File: src/rtl/t04_mem_bridge.sv
// ============================================================================
// Module      : t04_mem_bridge
// Description : Bounds-checked bridge from a CPU request port to a one-strobe
//               wishbone manager, with timeout and saturating error count.
// Revision    : 1.0 - initial release
// ============================================================================
`default_nettype none

module t04_mem_bridge #(
    parameter int TIMEOUT = 255
) (
    input  logic        clk,
    input  logic        rst,
    input  logic        en,
    input  logic [31:0] mem_adr_start,
    input  logic [31:0] memory_size,
    input  logic        cpu_read,
    input  logic        cpu_write,
    input  logic [31:0] cpu_adr,
    input  logic [31:0] cpu_wdata,
    input  logic [3:0]  cpu_sel,
    output logic [31:0] cpu_rdata,
    output logic        cpu_busy,
    output logic        cpu_adr_err,
    output logic        mgr_read,
    output logic        mgr_write,
    output logic [31:0] mgr_adr,
    output logic [31:0] mgr_wdata,
    output logic [3:0]  mgr_sel,
    input  logic [31:0] mgr_rdata,
    input  logic        mgr_busy,
    output logic [7:0]  err_count
);

    localparam int CNT_W = (TIMEOUT > 1) ? $clog2(TIMEOUT) : 1;
    localparam logic [CNT_W-1:0] C_CNT_LAST = CNT_W'(TIMEOUT - 1);

    typedef enum logic [2:0] {
        S_IDLE  = 3'd0,
        S_ISSUE = 3'd1,
        S_WAIT  = 3'd2,
        S_DONE  = 3'd3,
        S_ERR   = 3'd4
    } state_t;

    state_t           state_q, state_d;
    logic             dir_wr_q;
    logic [31:0]      adr_q;
    logic [31:0]      wdata_q;
    logic [3:0]       sel_q;
    logic [31:0]      rdata_q;
    logic [7:0]       err_cnt_q;
    logic             seen_busy_q;
    logic [CNT_W-1:0] cnt_q;

    logic             w_latch;
    logic             w_legal;
    logic             w_mgr_finished;
    logic             w_mgr_fast;
    logic             w_timeout;
    logic [32:0]      w_end;

    // 33-bit sum so an offset near 2^32 cannot wrap into a legal range.
    assign w_end   = {1'b0, cpu_adr} + 33'd4;
    assign w_legal = (w_end <= {1'b0, memory_size});

    // A manager that completes inside the ISSUE cycle never shows busy, so a
    // full idle WAIT cycle without seen_busy also counts as completion.
    assign w_mgr_finished = seen_busy_q && !mgr_busy;
    assign w_mgr_fast     = !seen_busy_q && !mgr_busy;
    assign w_timeout      = mgr_busy && (cnt_q == C_CNT_LAST);

    always_comb begin
        state_d = state_q;
        w_latch = 1'b0;
        case (state_q)
            S_IDLE: begin
                if (en) begin
                    if (cpu_read && cpu_write) begin
                        state_d = S_ERR;
                    end else if (cpu_read || cpu_write) begin
                        w_latch = 1'b1;
                        state_d = w_legal ? S_ISSUE : S_ERR;
                    end
                end
            end
            S_ISSUE: state_d = S_WAIT;
            S_WAIT: begin
                if (w_timeout) begin
                    state_d = S_ERR;
                end else if (w_mgr_finished || w_mgr_fast) begin
                    state_d = S_DONE;
                end
            end
            S_DONE:  state_d = S_IDLE;
            S_ERR:   state_d = S_IDLE;
            default: state_d = S_IDLE;
        endcase
    end

    always_comb begin
        cpu_busy = 1'b1;
        if (!rst) begin
            case (state_q)
                S_IDLE:  cpu_busy = !en || cpu_read || cpu_write;
                S_ISSUE: cpu_busy = 1'b1;
                S_WAIT:  cpu_busy = 1'b1;
                // Completion must stay visible even if en drops mid-transfer.
                S_DONE:  cpu_busy = 1'b0;
                S_ERR:   cpu_busy = 1'b0;
                default: cpu_busy = 1'b1;
            endcase
        end
    end

    assign mgr_read    = (state_q == S_ISSUE) && !dir_wr_q;
    assign mgr_write   = (state_q == S_ISSUE) &&  dir_wr_q;
    assign cpu_adr_err = (state_q == S_ERR);
    assign mgr_adr     = adr_q;
    assign mgr_wdata   = wdata_q;
    assign mgr_sel     = sel_q;
    assign cpu_rdata   = rdata_q;
    assign err_count   = err_cnt_q;

    always_ff @(posedge clk) begin
        if (rst) begin
            state_q     <= S_IDLE;
            dir_wr_q    <= 1'b0;
            adr_q       <= 32'd0;
            wdata_q     <= 32'd0;
            sel_q       <= 4'd0;
            rdata_q     <= 32'd0;
            err_cnt_q   <= 8'd0;
            seen_busy_q <= 1'b0;
            cnt_q       <= '0;
        end else begin
            state_q <= state_d;

            if (w_latch) begin
                dir_wr_q <= cpu_write;
                adr_q    <= cpu_adr + mem_adr_start;
                wdata_q  <= cpu_wdata;
                sel_q    <= cpu_sel;
            end

            if (state_q == S_ISSUE) begin
                seen_busy_q <= 1'b0;
                cnt_q       <= '0;
            end else if (state_q == S_WAIT) begin
                if (mgr_busy) begin
                    seen_busy_q <= 1'b1;
                end
                if (cnt_q != C_CNT_LAST) begin
                    cnt_q <= cnt_q + 1'b1;
                end
            end

            if ((state_q == S_WAIT) && (state_d == S_DONE) && !dir_wr_q) begin
                rdata_q <= mgr_rdata;
            end

            if ((state_q == S_ERR) && (err_cnt_q != 8'hFF)) begin
                err_cnt_q <= err_cnt_q + 8'd1;
            end
        end
    end

endmodule

`default_nettype wire

File: config.mk
export PLATFORM = sky130hd
export DESIGN_NAME = t04_mem_bridge
export DESIGN_NICKNAME = d
export VERILOG_FILES = /design/src/rtl/t04_mem_bridge.sv
export SDC_FILE = /design/constraint.sdc
export NUM_CORES = 1
export LEC_CHECK = 0
export ABC_AREA = 1
export BUFFER_PORTS_ARGS = -buffer_cell sky130_fd_sc_hd__clkbuf_2
export CAP_MARGIN = 15
export CORE_MARGIN = 1.5
export CORE_UTILIZATION = 51
export DETAILED_ROUTE_END_ITERATION = 6
export GPL_TIMING_DRIVEN = 0
export PLACE_DENSITY = 0.89
export SLEW_MARGIN = 25
export SYNTH_ARGS = -nofsm -noshare
export SYNTH_HDL_FRONTEND = slang
export SYNTH_SLANG_ARGS = --single-unit
File: constraint.sdc
create_clock -name clk -period 4.05 [get_ports clk]
set_clock_uncertainty 0.05 [all_clocks]
set_input_delay 0.81 -clock clk [delete_from_list [all_inputs] [get_ports clk]]
set_output_delay 0.81 -clock clk [all_outputs]
set_load 0.005 [all_outputs]
After elaboration in Yosys (flattened, before gate mapping)
Cells that the tools add are included.

Word-level logic and storage cells: 57. Output and inout bits: 112. Register bits: 121.

Mux-type cells: 13. Add/sub/neg operators: 4. Reduce and logical (&&, ||, !) cells: 22. Equal/unequal tests: 8. Magnitude comparators: 1.

Operators by type and width (number): 32-bit by 3-bit adder with 33-bit output (second input constant) (1); 33-bit by 32-bit less-or-equal comparator with 1-bit output (1); 32-bit adder (1); 3-bit two-way mux (6); 8-bit by 1-bit adder with 8-bit output (second input constant) (2); 8-bit inequality test (second input constant) (2); 3-bit by 2-bit equality test with 1-bit output (second input constant) (3); 1-bit logical AND (9); 3-bit one-hot mux with 3 select lines (1); 8-bit equality test (second input constant) (1); 1-bit two-way mux (5); 1-bit logical NOT (4); 1-bit logical OR (4); 2-bit AND reduction (2); 2-bit OR reduction (2); 3-bit by 1-bit equality test with 1-bit output (second input constant) (1); 3-bit equality test (second input constant) (1); 3-bit logical NOT (1); 1-bit one-hot mux with 2 select lines (1).

Depth between registers and ports, before layout
Word-level depth: 10. Depth in mapped cells: 27. Mapped depth without buffers: 27.

Least setup slack after synthesis
Ideal clock, no wire load.

Path type: input to register. Start: input cpu_adr[2]. End: register state_q[2]. Stages: 24. Setup time: 70 ps. Data arrival time: 3227 ps. Slack: 703 ps. Cells stage by stage: ha_1 nand2_1 nor2_2 nand2_2 nor2_4 nand2_2 nor2_4 nand2_2 nor3_4 nand3_2 nor2_2 xnor2_1 inv_1 ha_1 nand2_1 nor3_1 nand2_1 nor2_1 nand3_1 nand3_1 nand2_1 nand2_1 nand2_1 a21oi_1.

Word-level cells in the longest chain between the ends: 7.

RTL lines: from (decl) (RTL line 19) `input logic [31:0] cpu_adr,`; 32-bit by 3-bit adder with 33-bit output (RTL line 64) `assign w_end = {1'b0, cpu_adr} + 33'd4;`; 33-bit by 32-bit less-or-equal comparator with 1-bit output (RTL line 65) `assign w_legal = (w_end <= {1'b0, memory_size});`; 3-bit two-way mux (RTL line 83) `state_d = w_legal ? S_ISSUE : S_ERR;`; 3-bit two-way mux (RTL line 81) `end else if (cpu_read || cpu_write) begin`; 3-bit two-way mux (RTL line 79) `if (cpu_read && cpu_write) begin`; 3-bit two-way mux (RTL line 78) `if (en) begin`; 3-bit one-hot mux with 3 select lines (RTL line 76) `case (state_q)`; to (signal assigned) (RTL line 137) `state_q <= state_d;`; to (decl) (RTL line 46) `state_t state_q, state_d;`.

No other way between the ends. A chain may end at the register's enable or synchronous reset.

Worst setup path in the final report
Ends and elaborated chain as after synthesis.

==> run_summary.xml <==
<?xml version="1.0" encoding="UTF-8"?>
<metrics>
  <group name="floorplan">
    <metric name="core-area" unit="um^2">15300</metric>
    <metric name="floorplan.initialDensity" unit="%">52.7</metric>
    <metric name="floorplan.die_area" unit="um^2">16600</metric>
    <metric name="dieHeight" unit="um">129</metric>
    <metric name="floorplan.die.width" unit="um">129</metric>
    <metric name="floorplan.io_pins" unit="">282</metric>
    <metric name="num_rows" unit="">45</metric>
  </group>
  <group name="worst_setup_path">
    <metric name="ff2ff_path_depth" unit="">12</metric>
    <metric name="setup.worst_path.start_class" unit="">input pin</metric>
    <metric name="critical_path.reg2reg.endpoint" unit="">mgr_adr[23]</metric>
    <metric name="critical_path_required" unit="ps">4330</metric>
    <metric name="timing.rr.start" unit="">state_q[0]</metric>
    <metric name="worst-endpoint-arrival" unit="ps">4020</metric>
    <metric name="critical_path_peak_fanout" unit="">4</metric>
    <metric name="timing_worst_setup_path_type" unit="">input pin to flip-flop</metric>
    <metric name="setup.reg_to_reg.worst_slack" unit="ps">1920</metric>
    <metric name="worstSetupEndpointType" unit="">flip-flop</metric>
  </group>
  <group name="synthesis">
    <metric name="post-synth-top-count-cell" unit="">sky130_fd_sc_hd__nand2_1</metric>
    <metric name="synth.avg_cell_area" unit="um^2">6.68</metric>
    <metric name="ys_async_sr_fraction" unit="%">0</metric>
    <metric name="yosys.cell_types.count" unit="">39</metric>
    <metric name="synth-seq-cells" unit="">120</metric>
    <metric name="mappedNetlistArea" unit="um^2">8080</metric>
    <metric name="synthDominantCellAreaShare" unit="%">29.7</metric>
    <metric name="synthesis.nets" unit="">1449</metric>
    <metric name="synth-seq-area-share" unit="%">29.7</metric>
    <metric name="synthesis.yosys.warnings" unit="">0</metric>
    <metric name="synth_top_cell_by_area" unit="">sky130_fd_sc_hd__dfxtp_1</metric>
    <metric name="netlist_top_cells_count" unit="">sky130_fd_sc_hd__nand2_1, sky130_fd_sc_hd__inv_1, sky130_fd_sc_hd__a21oi_1</metric>
    <metric name="synth.top_cells.by_area" unit="">sky130_fd_sc_hd__dfxtp_1, sky130_fd_sc_hd__nand2_1, sky130_fd_sc_hd__ha_1, sky130_fd_sc_hd__inv_1, sky130_fd_sc_hd__a21oi_1</metric>
    <metric name="syn-instance-count" unit="">1209</metric>
    <metric name="synth_edf_count" unit="">0</metric>
    <metric name="synth_top_flop_cell" unit="">sky130_fd_sc_hd__dfxtp_1</metric>
  </group>
  <group name="routing">
    <metric name="topRoutingLayerUsed" unit="">met4</metric>
    <metric name="routed_via_density" unit="">5.23</metric>
    <metric name="totalWireLength" unit="mm">25.2</metric>
    <metric name="initialDrtViolationCount" unit="">663</metric>
    <metric name="route.met2.wl" unit="mm">11.9</metric>
    <metric name="detail_route.wl_per_cell" unit="um">14.5</metric>
    <metric name="final_ant_viol_nets" unit="">0</metric>
    <metric name="wl_met3" unit="mm">2.18</metric>
    <metric name="drt-pass1-iter-count" unit="">6</metric>
    <metric name="detail_route.wirelength.met1" unit="mm">10.4</metric>
    <metric name="detailroute.via_count" unit="">9064</metric>
    <metric name="drcViolationCount" unit="">0</metric>
  </group>
  <group name="clock_network">
    <metric name="tritoncts.num_buffers" unit="">17</metric>
    <metric name="cts_buffer_depth" unit="">2</metric>
    <metric name="cts_htree_levels" unit="">4</metric>
    <metric name="clock_network_latency_to_the_later_pin_of_the_worst_skew_pair" unit="ps">410</metric>
    <metric name="clkTransAtPathRegs" unit="ps">60</metric>
    <metric name="postCtsHoldBufs" unit="">0</metric>
    <metric name="clkSinkCount" unit="">120</metric>
    <metric name="cts_root_buf" unit="">sky130_fd_sc_hd__clkbuf_16</metric>
    <metric name="cts_tree" unit="">yes</metric>
  </group>
  <group name="placed_design">
    <metric name="place.detailed.instances" unit="">1700</metric>
    <metric name="port_buffers" unit="">280</metric>
    <metric name="hpwl" unit="mm">20.5</metric>
    <metric name="finalWeightedCongestion" unit="">0.937</metric>
  </group>
  <group name="layout">
    <metric name="drive_gt1_share" unit="%">22.4</metric>
    <metric name="syn_to_final_growth" unit="%">28.5</metric>
    <metric name="diodes" unit="">0</metric>
    <metric name="post_layout_nonfiller_instances" unit="">1732</metric>
    <metric name="finish.utilization" unit="%">67.8</metric>
    <metric name="number_of_nets_at_the_end_of_the_flow" unit="">1748</metric>
  </group>
  <group name="run">
    <metric name="drv_cap" unit="">0</metric>
  </group>
  <group name="worst_hold_path">
    <metric name="worst_hold_path.num_cells" unit="">2</metric>
    <metric name="whs_endpoint" unit="">cpu_rdata[16]</metric>
    <metric name="holdCritStartpoint" unit="">cpu_rdata[16]</metric>
    <metric name="worst_hold_path_type" unit="">flip-flop to flip-flop</metric>
  </group>
  <group name="sta">
    <metric name="period_share" unit="%">92.3</metric>
    <metric name="setup_violations" unit="">0</metric>
    <metric name="post-route-min-period" unit="ps">3740</metric>
    <metric name="achievable-frequency" unit="GHz">0.268</metric>
    <metric name="worstMarginPinSlew" unit="ps">600</metric>
    <metric name="relSlewSlack" unit="%">60.0</metric>
    <metric name="rsz_0062_raised_after_global_routing" unit="">false</metric>
    <metric name="final_max_slew_viol_count" unit="">0</metric>
    <metric name="fin_worst_hold_slack" unit="ps">394</metric>
    <metric name="hold_viol" unit="">0</metric>
  </group>
  <group name="status">
    <metric name="result_of_the_run" unit="">complete, no violations</metric>
  </group>
  <group name="power_and_ir_drop">
    <metric name="fin_total_pwr" unit="uW">3750</metric>
    <metric name="power_switching" unit="uW">1090</metric>
    <metric name="clockPowerShare" unit="%">42.4</metric>
    <metric name="share_seq_of_total_power" unit="%">34.9</metric>
    <metric name="leakagePower" unit="uW">0.00528</metric>
    <metric name="ratio_of_total_power_to_cell_area" unit="nW/um^2">361</metric>
    <metric name="power_report.internal_total" unit="uW">2660</metric>
    <metric name="p_comb_share" unit="%">22.7</metric>
    <metric name="peakVddDrop" unit="mV">0.355</metric>
    <metric name="sw_frac_of_total" unit="%">29.0</metric>
  </group>
  <group name="global_routing">
    <metric name="wire_length_of_the_first_global_routing_pass" unit="mm">39.5</metric>
    <metric name="via_count_of_the_first_global_routing_pass" unit="">8338</metric>
    <metric name="global_route.usage.total" unit="%">30.0</metric>
    <metric name="grt_antenna_before_repair" unit="">0</metric>
    <metric name="overflow" unit="">0</metric>
    <metric name="grt_start_max_net_pins" unit="">17</metric>
  </group>
</metrics>
[layer usage]
| metal | global-route usage [%] | vias to the layer above |
|---|---|---|
| met1 | 37.1 | 4064 |
| met4 | 11.4 | 0 |
| li1 | - | 4518 |
| met3 | 6.40 | 63 |
| met5 | 0 | - |
| met2 | 51.2 | 419 |
[layout by cell type (no fill, tap or decap), drive strengths merged, types with 3 or more instances in the layout]
cell,count
xnor2,22
nand2,261
bufinv,4
o21a,19
clkinv,3
o21bai,13
o21ai,92
inv,207
clkinvlp,3
nand4,17
clkbuf,324
nor4,3
a21oi,145
buf,9
nand3,48
a21o,3
a21boi,3
nor2,93
xor2,22
o211ai,7
dfxtp,120
nand3b,3
ha,69
nor3,19
[worst max path at each step]
stage,startpoint,end,slack [ps],cells past startpoint
after global placement,cpu_adr[2],state_q[2],10,26
after global routing,cpu_adr[2],state_q[2],20,26
final,cpu_adr[2],state_q[2],310,26
after detailed placement,cpu_adr[2],state_q[2],-110,26
after CTS,cpu_adr[2],state_q[2],290,26
after floorplan,cpu_adr[2],state_q[2],700,24
[metrics by stage]
stage	instance area (um^2)	setup WS [ps]	setup TNS [ps]
3_5_place_dp	9740	-109	-179
3_3_place_gp	9740	10.6	0
4_1_cts	10400	286	0
5_1_grt	10400	18.2	0
2_1_floorplan	8080	703	0
6_report	10400	313	0
[flip-flops by register name (all words and copies together) (netlist names)]
| signal | cells |
|---|---|
| mgr_sel | 4 |
| err_count | 8 |
| mgr_adr | 32 |
| state_q | 3 |
| dir_wr_q | 1 |
| mgr_wdata | 32 |
| cnt_q | 8 |
| cpu_rdata | 32 |
[logic make-up (layout without fill, tap and decap cells)]
logic type / Yosys count / in the layout / share of synthesized area (%)
xor+xnor: 44 / 44 / 4.77
simple gates: 449 / 449 / 23.8
compound gates: 288 / 288 / 19.4
flops: 120 / 120 / 29.7
fa+ha+maj: 70 / 70 / 10.9
buf+inv: 238 / 550 / 11.4
[power by group through the flow]
| stage | clock, uW | combinational, uW | sequential (uW) |
|---|---|---|---|
| finish | 1590 | 851 | 1310 |
| global route | 1660 | 956 | 1310 |
| CTS | 1610 | 842 | 1300 |
| detailed placement | 0 | 833 | 1330 |
| global placement | 0 | 817 | 1320 |
| floorplan | 0 | 497 | 1330 |
[area by class of cell]
type	instances	area, um^2
Clock buffer	21	460
Tap cell	211	264
Multi-Input combinational cell	851	4760
Buffer	32	146
Inverter	206	773
Sequential cell	120	2400
Fill cell	1373	4940
Clock inverter	11	170
Timing Repair Buffer	280	1400
[worst max-delay path, cell delays in order]
cell and delay, ps:
sky130_fd_sc_hd__clkbuf_2 130, sky130_fd_sc_hd__ha_1 220, sky130_fd_sc_hd__nand2_1 80, sky130_fd_sc_hd__nor2_2 120
sky130_fd_sc_hd__nand2_2 100, sky130_fd_sc_hd__nor2_4 110, sky130_fd_sc_hd__nand2_2 90, sky130_fd_sc_hd__nor2_4 120
sky130_fd_sc_hd__nand2_2 110, sky130_fd_sc_hd__nor3_4 230, sky130_fd_sc_hd__nand3_2 130, sky130_fd_sc_hd__xor2_1 160
sky130_fd_sc_hd__inv_1 60, sky130_fd_sc_hd__ha_1 290, sky130_fd_sc_hd__nand2_1 50, sky130_fd_sc_hd__inv_1 70
sky130_fd_sc_hd__nand3_1 180, sky130_fd_sc_hd__nor3_2 200, sky130_fd_sc_hd__nand2_1 70, sky130_fd_sc_hd__nor2_1 140
sky130_fd_sc_hd__nand3_1 90, sky130_fd_sc_hd__nand3_1 80, sky130_fd_sc_hd__nand2_1 110, sky130_fd_sc_hd__nand2_1 80
sky130_fd_sc_hd__nand2_1 50, sky130_fd_sc_hd__a21oi_1 130
[what timing repair did]
action / CTS / global route
endpoints found under the setup margin: 0 / 1
buffers inserted: 0 / 0
resized for setup: 0 / 1
Power figures use the tool's default switching activity.
